===== src/rtl/dmem_arbiter.sv =====
// Two-requester round-robin arbiter in front of a single-port data memory.
// Each granted transaction takes three cycles: IDLE -> ACCESS -> RESP.
module dmem_arbiter #(
   parameter int ADDR_W = 32,
   parameter int DATA_W = 32
) (
   input  logic              clk,
   input  logic              reset,
   input  logic              req0,
   input  logic              req1,
   input  logic              we0,
   input  logic              we1,
   input  logic [ADDR_W-1:0] addr0,
   input  logic [ADDR_W-1:0] addr1,
   input  logic [DATA_W-1:0] wdata0,
   input  logic [DATA_W-1:0] wdata1,
   output logic              ack0,
   output logic              ack1,
   output logic [DATA_W-1:0] rdata0,
   output logic [DATA_W-1:0] rdata1,
   output logic              mem_write,
   output logic [ADDR_W-1:0] mem_address,
   output logic [DATA_W-1:0] mem_write_data,
   input  logic [DATA_W-1:0] mem_read_data,
   output logic              busy,
   output logic              grant_id
);

   typedef enum logic [1:0] {IDLE, ACCESS, RESP} state_t;

   state_t            state_q;
   logic              last_q;
   logic              grant_q;
   logic              we_q;
   logic [ADDR_W-1:0] addr_q;
   logic [DATA_W-1:0] wdata_q;
   logic              mem_write_q;
   logic              ack0_q;
   logic              ack1_q;
   logic [DATA_W-1:0] rdata0_q;
   logic [DATA_W-1:0] rdata1_q;
   logic              busy_q;

   logic              gnt_d;
   logic              we_d;
   logic [ADDR_W-1:0] addr_d;
   logic [DATA_W-1:0] wdata_d;

   // Under contention the requester that did not win last time is chosen.
   always_comb begin
      gnt_d   = req1 & (~req0 | ~last_q);
      we_d    = gnt_d ? we1    : we0;
      addr_d  = gnt_d ? addr1  : addr0;
      wdata_d = gnt_d ? wdata1 : wdata0;
   end

   always_ff @(posedge clk or posedge reset) begin
      if (reset) begin
         state_q     <= IDLE;
         last_q      <= 1'b1;
         grant_q     <= 1'b0;
         we_q        <= 1'b0;
         addr_q      <= '0;
         wdata_q     <= '0;
         mem_write_q <= 1'b0;
         ack0_q      <= 1'b0;
         ack1_q      <= 1'b0;
         rdata0_q    <= '0;
         rdata1_q    <= '0;
         busy_q      <= 1'b0;
      end else begin
         case (state_q)
            IDLE: begin
               if (req0 || req1) begin
                  state_q     <= ACCESS;
                  grant_q     <= gnt_d;
                  last_q      <= gnt_d;
                  we_q        <= we_d;
                  addr_q      <= addr_d;
                  wdata_q     <= wdata_d;
                  mem_write_q <= we_d;
                  busy_q      <= 1'b1;
               end
            end
            ACCESS: begin
               state_q     <= RESP;
               mem_write_q <= 1'b0;
               ack0_q      <= ~grant_q;
               ack1_q      <= grant_q;
               if (!we_q) begin
                  if (grant_q) rdata1_q <= mem_read_data;
                  else         rdata0_q <= mem_read_data;
               end
            end
            RESP: begin
               // Requests still high here are only seen on the next IDLE edge.
               state_q <= IDLE;
               ack0_q  <= 1'b0;
               ack1_q  <= 1'b0;
               busy_q  <= 1'b0;
            end
            default: begin
               state_q     <= IDLE;
               mem_write_q <= 1'b0;
               ack0_q      <= 1'b0;
               ack1_q      <= 1'b0;
               busy_q      <= 1'b0;
            end
         endcase
      end
   end

   assign ack0           = ack0_q;
   assign ack1           = ack1_q;
   assign rdata0         = rdata0_q;
   assign rdata1         = rdata1_q;
   assign mem_write      = mem_write_q;
   assign mem_address    = addr_q;
   assign mem_write_data = wdata_q;
   assign busy           = busy_q;
   assign grant_id       = grant_q;

endmodule


===== config.mk =====
export PLATFORM = sky130hd
export DESIGN_NAME = dmem_arbiter
export DESIGN_NICKNAME = d
export VERILOG_FILES = /design/src/rtl/dmem_arbiter.sv
export SDC_FILE = /design/constraint.sdc
export NUM_CORES = 1
export LEC_CHECK = 0
export CAP_MARGIN = 20
export CORE_AREA = 2 2 137 139
export CTS_CLUSTER_DIAMETER = 30
export CTS_CLUSTER_SIZE = 10
export DETAILED_ROUTE_END_ITERATION = 8
export DIE_AREA = 0 0 139 141
export GPL_TIMING_DRIVEN = 0
export PLACE_DENSITY = 0.76
export SKIP_LAST_GASP = 1
export SYNTH_ARGS = -nofsm -noshare
export SYNTH_HDL_FRONTEND = slang
export SYNTH_SLANG_ARGS = --single-unit

===== constraint.sdc =====
create_clock -name clk -period 6.3 [get_ports clk]
set_clock_uncertainty 0.05 [all_clocks]
set_input_delay 0.63 -clock clk [delete_from_list [all_inputs] [get_ports clk]]
set_output_delay 0.63 -clock clk [all_outputs]
set_load 0.02 [all_outputs]

==> qor.txt, run 1 <==
gr usage total = 16.4%
Hold Path Origin = rdata1[31]$_DFFE_PP0P_
switching power of the nets = 1850 uW
first-pass GRT wire length = 25200 um
count of unresolved DRC violations after routing = 0
slowest CP cell = clkdlybuf4s50_1
share of layout cells above drive strength 1 = 34.8%
CTS tree = done
power density over cell area = 524 nW/um2
Skew-Pair Late Insertion Delay = 400 ps
element type at the critical path start = register
path depth of the worst reg2reg path = 6
Worst slew margin = 60.2%
number of antenna violations at the first check in global routing = 0
max-slew violations = 0
initial core utilization = 34.1%
number of buffer and inverter instances along the worst setup path = 1
net switching fraction of the power = 34.9%
area of the die = 19600 um2
GR met2 Demand/Resource = 29.9%
number of global-route vias before repair = 4747
CTS Hold Buffers Added = 0
Inserted Clock Buffers = 17
Total Neg Setup Slack = 0 ps
Via-to-Cell Ratio = 4.61
end of the worst register-to-register path = mem_write_data[22]$_DFFE_PP0P_
number of vias after detailed routing = 4340
HPWL after detailed placement = 12600 um
top cell type's share of synthesized area = 54.7%
Worst Max-Slew Pin Slew = 596 ps
number of setup violations in the final report = 0
crit path setup slack, layout = 4170 ps
Antenna Nets Post-Route = 0
post-layout net count = 860
largest cells by area after synthesis = dfrtp_1, mux2_2, mux2_4
Worst Path Required = 5620 ps
start-to-end type of the worst setup path = register to output port
std cell rows = 50
RD Place Congestion = 0.770
Mapped Avg Cell Area = 16.6 um2
fraction of the yosys area taken by sequential cells = 55.1%
part of the total power dissipated in the clock network = 18.8%
core box area = 18300 um2
GR Overflow Total = 0
Die Ht = 141 um
fraction of met3 tracks used by global routing = 5.47%
share of the cycle needed by the critical path after routing = 33.7%
initial drt markers = 69
FILL cells = 1454
HP Class = register to register
RSZ-0062 raised after global routing = false
count of buffers inserted at the top-level ports = 298
layout-stage area growth over the synthesis result = 62.7%
diode insertion count for antenna repair = 0
Crit Reg-Reg Startpoint = state_q[0]$_DFFE_PP0P_
Maximum Capacitance Violations = 0
worst reg-to-reg setup slack = 4340 ps
number of flip-flops and latches in the synthesized netlist = 137
Routed WL = 16200 um
buffers inserted during post-CTS setup optimization = 0
TritonCTS sink count = 137
series of cell instances along the critical path = clkdlybuf4s50_1
wire length per cell = 17.2 um
H-tree lvl count = 4
P_int = 3460 uW
share of power burned in combinational logic = 51.0%
Max Freq = 470 MHz
worst slack at placement = 3810 ps
count of distinct cell types in the synthesized netlist = 20
cell type contributing the most total cell area after synthesis = dfrtp_1
Hold Path Sink = rdata1[31]$_DFFE_PP0P_
kind of cell adding the most delay to the critical path = buffers and inverters
result of the run = complete, no violations
Post-Syn Nets = 542
Final Hold Violating Endpoints = 0
Boundary Pins = 299
count of instances resized after the clock tree is built = 0
register clock-pin slew on the reported worst setup and hold paths = 60 ps
IR Drop Worst-Case VDD = 258 uV
sort of element at the end of the critical path = output port
P_leak = 0.00437 uW
worst endpoint data arrival time = 1450 ps
Synth Instances = 376
post-synthesis instance area = 6220 um2
cell depth of the worst hold path = 1
final critical path time including I/O delays and setup = 2130 ps
delay of the slowest cell on the worst path = 660 ps
sequential share of power = 30.2%
critical path peak fanout = 4
die span in x = 139 um
1st-pass router iterations = 4
largest net degree at the start of global routing = 76
count of synthesis-stage warnings from yosys = 0
CTS Root Cell = clkbuf_16
global route hottest layer = met2
total power = 5310 uW
Bufs on Longest Clock Path = 2
met1 usage = 18.0%
## worst register-to-register path, cell delays in order, from the launching register on
cell and delay, ps:
dfrtp_1 470, nor2_1 200, o21ai_0 190, inv_2 150, buf_6 200, buf_4 250, mux2_4 330
## cell usage after synthesis
cell type  count
o32ai_1        1
buf_4          9
a21bo_2        1
dfrtp_1      136
mux2_4        80
mux2_1         4
inv_1          4
dfstp_2        1
nor2b_1        2
inv_2          1
buf_2          3
a21oi_1        1
clkbuf_2       2
and3_1         2
nor2_1         4
buf_6          8
mux2i_1        4
o21ai_0        4
a31oi_1        1
mux2_2       108
## metrics by stage
step | util [%] | hold slack (ps) | area, um2 | cells
after floorplan | - | 440 | 6220 | 376
final | 55.4 | 450 | 10100 | 941
after global routing | 55.4 | 462 | 10100 | 941
after global placement | 52.0 | 419 | 9500 | 908
after detailed placement | 52.2 | 441 | 9530 | 909
after CTS | 55.4 | 459 | 10100 | 941
## sequential cells by signal, summed over array words and instances, names as in the netlist
signal / flops
last_q: 1
state_q: 2
busy: 1
rdata1: 32
mem_write: 1
mem_address: 32
rdata0: 32
mem_write_data: 32
ack1: 1
ack0: 1
grant_id: 1
we_q: 1
## layout by cell type, fill, tap and decap left out, types with 3 or more instances in the layout
cell / Yosys / routed
nor2_1: 4 / 4
mux2_4: 80 / 80
mux2_1: 4 / 4
buf_4: 9 / 9
o21ai_0: 4 / 4
clkinvlp_4: 0 / 3
inv_1: 4 / 3
buf_2: 3 / 3
buf_6: 8 / 8
clkdlybuf4s50_1: 0 / 298
dfrtp_1: 136 / 136
mux2_2: 108 / 108
mux2i_1: 4 / 4
inv_6: 0 / 5
clkbuf_16: 0 / 17
## per-layer routing
metal / routed length, um / share of wire (%)
met2: 8420 / 52
met3: 1190 / 7.3
met5: 0 / 0
met1: 6230 / 38
met4: 334 / 2.1
## worst max path at each step
stage                                    from  cells after the start  slack (ps)                              to
6_report                 grant_id$_DFFE_PP0P_                      1        4170                        grant_id
5_1_grt        mem_write_data[23]$_DFFE_PP0P_                      1        4120              mem_write_data[23]
4_1_cts                  grant_id$_DFFE_PP0P_                      1        4150                        grant_id
3_5_place_dp                             req0                      6        3810  mem_write_data[30]$_DFFE_PP0P_
3_3_place_gp                            reset                      2         290   mem_write_data[4]$_DFFE_PP0P_
2_1_floorplan                           reset                      1        1950                ack0$_DFFE_PP0N_
## final cells by class
class,instances,area [um2],area share [%]
clock buffers,18,429,4.24
clock inverters,14,163,1.61
multi-input cells,212,2590,25.6
inverters,5,23.8,0.235
plain buffers,22,183,1.80
flip-flops and latches,137,3430,33.9
well taps,234,293,2.89
repair buffers,299,3010,29.7
## logic make-up (layout without fill, tap and decap cells)
kind of cell | after synthesis | after routing | share of synthesized area, %
AOI/OAI and AO/OA | 8 | 8 | 0.804
buffers and inverters | 27 | 358 | 3.24
DFF | 137 | 137 | 55.1
muxes | 196 | 196 | 40.2
and+or+nand+nor | 8 | 8 | 0.643
## power by group through the flow
stage                     clock [uW]  sequential, uW  combinational (uW)
after floorplan                    0            2110                 981
after global placement             0            1580                2690
after detailed placement           0            1610                2730
after CTS                       1020            1610                2740
after global routing            1070            1660                2840
final                            998            1600                2710
Power figures use the tool's default switching activity.
==> run 2, diff against run 1 <==
- PLACE_DENSITY: 0.76 -> 0.78
- clock period: 6.3 -> 1.8 ns (I/O delays scaled with it)
==> qor.txt, run 2 (synthesis results as in run 1) <==
area of all placed cells without fillers = 10300 um2 (was 10100 um2)
Skew-Pair Late Insertion Delay = 400 ps (about the same)
GR met2 Demand/Resource = 31.8% (was 29.9%)
Total Neg Setup Slack = 0 ps (unchanged)
Die Ht = 141 um (unchanged)
crit path setup slack, layout = 17.2 ps (was 4170 ps)
sort of element at the end of the critical path = register (was output port)
sequential share of power = 30.1% (was 30.2%)
Worst Path Required = 2040 ps (was 5620 ps)
layout-stage area growth over the synthesis result = 65.7% (was 62.7%)
Antenna Nets Post-Route = 0 (unchanged)
net switching fraction of the power = 34.4% (was 34.9%)
core box area = 18300 um2 (unchanged)
worst slack at placement = -259 ps (was 3810 ps)
largest net degree at the start of global routing = 43 (was 76)
Worst Max-Slew Pin Slew = 435 ps (was 596 ps)
post-layout net count = 868 (was 860)
part of the total power dissipated in the clock network = 17.9% (was 18.8%)
power density over cell area = 1810 nW/um2 (was 524 nW/um2)
TritonCTS sink count = 137 (unchanged)
Maximum Capacitance Violations = 0 (unchanged)
RD Place Congestion = 0.786 (was 0.770)
1st-pass router iterations = 4 (unchanged)
GR Overflow Total = 0 (unchanged)
Routed WL = 17100 um (was 16200 um)
count of buffers inserted at the top-level ports = 298 (unchanged)
Max Freq = 561 MHz
wire length per cell = 18.0 um (was 17.2 um)
global route hottest layer = met2 (unchanged)
Post-Layout Cell Count = 947 (was 941)
share of layout cells above drive strength 1 = 36.0% (was 34.8%)
kind of cell adding the most delay to the critical path = multiplexers (was buffers and inverters)
share of power burned in combinational logic = 52.0% (was 51.0%)
number of setup violations in the final report = 0 (unchanged)
Inserted Clock Buffers = 17 (unchanged)
element type at the critical path start = register (unchanged)
number of global-route vias before repair = 4884 (was 4747)
die span in x = 139 um (unchanged)
CTS Hold Buffers Added = 0 (unchanged)
Final Hold Violating Endpoints = 0 (unchanged)
diode insertion count for antenna repair = 0 (unchanged)
final core utilization = 56.4% (was 55.4%)
HP Class = primary input to asynchronous set/reset pin (was register to register)
Via-to-Cell Ratio = 4.63 (was 4.61)
IR Drop Worst-Case VDD = 947 uV (was 258 uV)
switching power of the nets = 6420 uW (was 1850 uW)
share of the cycle needed by the critical path after routing = 99.0%
slowest CP cell = dfstp_2 (was clkdlybuf4s50_1)
Boundary Pins = 299 (unchanged)
cell area after placement = 9560 um2 (was 9530 um2)
multi-input combinational cell area = 2610 um2 (was 2590 um2)
worst reg-to-reg setup slack = 20 ps (was 4340 ps)
P_int = 12200 uW (was 3460 uW)
commonest cells after routing, fill and taps aside = clkdlybuf4s50_1, dfrtp_1, mux2_2, mux2_4, clkbuf_16 (unchanged)
RSZ-0062 raised after global routing = true (was false)
number of buffer and inverter instances along the worst setup path = 2 (was 1)
final critical path time including I/O delays and setup = 1780 ps
delay of the slowest cell on the worst path = 540 ps (was 660 ps)
critical path peak fanout = 10 (was 4)
gr usage total = 17.0% (was 16.4%)
result of the run = complete, no violations (unchanged)
Worst slew margin = 70.9% (was 60.2%)
Bufs on Longest Clock Path = 2 (unchanged)
std cell rows = 50 (unchanged)
Post-Place Cells = 911 (was 909)
initial core utilization = 34.1% (unchanged)
commonest non-fill, non-tap cell in the layout = clkdlybuf4s50_1 (unchanged)
series of cell instances along the critical path = a21bo_4, buf_12, buf_12, mux2_4, mux2_4 (was clkdlybuf4s50_1)
HPWL after detailed placement = 13300 um (was 12600 um)
worst endpoint data arrival time = 2020 ps (was 1450 ps)
start-to-end type of the worst setup path = register to register (was register to output port)
H-tree lvl count = 4 (unchanged)
initial drt markers = 67 (was 69)
CTS tree = done (unchanged)
Reg area = 3430 um2 (about the same)
first-pass GRT wire length = 25900 um (was 25200 um)
area of the die = 19600 um2 (unchanged)
count of unresolved DRC violations after routing = 0 (unchanged)
met1 usage = 17.5% (was 18.0%)
FILL cells = 1439 (was 1454)
number of antenna violations at the first check in global routing = 0 (unchanged)
fraction of met3 tracks used by global routing = 6.18% (was 5.47%)
number of vias after detailed routing = 4384 (was 4340)
CTS Root Cell = clkbuf_16 (unchanged)
P_leak = 0.00445 uW (was 0.00437 uW)
register clock-pin slew on the reported worst setup and hold paths = 60 ps (about the same)
max-slew violations = 0 (unchanged)
[run 2: repair_timing]
action,CTS,global route
setup endpoints to repair,102,115
buffers inserted,0,3
resized for setup,10,15
pin swaps,0,0
gates cloned,0,3
[run 2: through the flow]
stage / total power (uW) / hold slack (ps)
4_1_cts: 18800 / 79.6
6_report: 18700 / 88.5
3_3_place_gp: 15000 / 421
5_1_grt: 19600 / 94.4
2_1_floorplan: 10800 / 200
3_5_place_dp: 15300 / 424
[run 2: metal layers]
metal	part of all wire, %	wire (um)	up-vias
li1	-	-	1996
met1	37	6270	2170
met2	54	9130	196
met3	8.0	1360	22
met4	1.8	301	0
met5	0	0	-
[run 2: power by group through the flow]
| stage | registers [uW] | logic (uW) | clock network [uW] |
|---|---|---|---|
| 2_1_floorplan | 7390 | 3440 | 0 |
| 3_3_place_gp | 5530 | 9440 | 0 |
| 3_5_place_dp | 5630 | 9630 | 0 |
| 4_1_cts | 5620 | 9700 | 3450 |
| 5_1_grt | 5810 | 10200 | 3580 |
| 6_report | 5610 | 9710 | 3350 |
[run 2: path summary, 6_finish.rpt]
path,from,cells past startpoint,endpoint
hold / removal,reset,2,mem_write_data[19]$_DFFE_PP0P_
setup reg to reg,last_q$_DFFE_PP1P_,5,mem_write_data[19]$_DFFE_PP0P_
min in group clk,mem_read_data[4],2,rdata0[4]$_DFFE_PP0P_
max in group asynchronous,reset,4,last_q$_DFFE_PP1P_
setup / recovery,last_q$_DFFE_PP1P_,5,mem_write_data[19]$_DFFE_PP0P_
hold reg to reg,rdata0[28]$_DFFE_PP0P_,1,rdata0[28]$_DFFE_PP0P_
[run 2: worst register-to-register path: stages (launching register included)]
cell and delay, ps:
dfstp_2 540, a21bo_4 180, buf_12 170, buf_12 160, mux2_4 320, mux2_4 260
[run 2: layout make-up]
type | instances | area share, %
inverter | 5 | 0.218
tap | 234 | 2.84
clock inverter | 11 | 1.19
timing repair buffer | 307 | 30.5
buffer | 22 | 2.43
clock buffer | 19 | 4.30
multi-input combinational | 212 | 25.3
sequential | 137 | 33.3
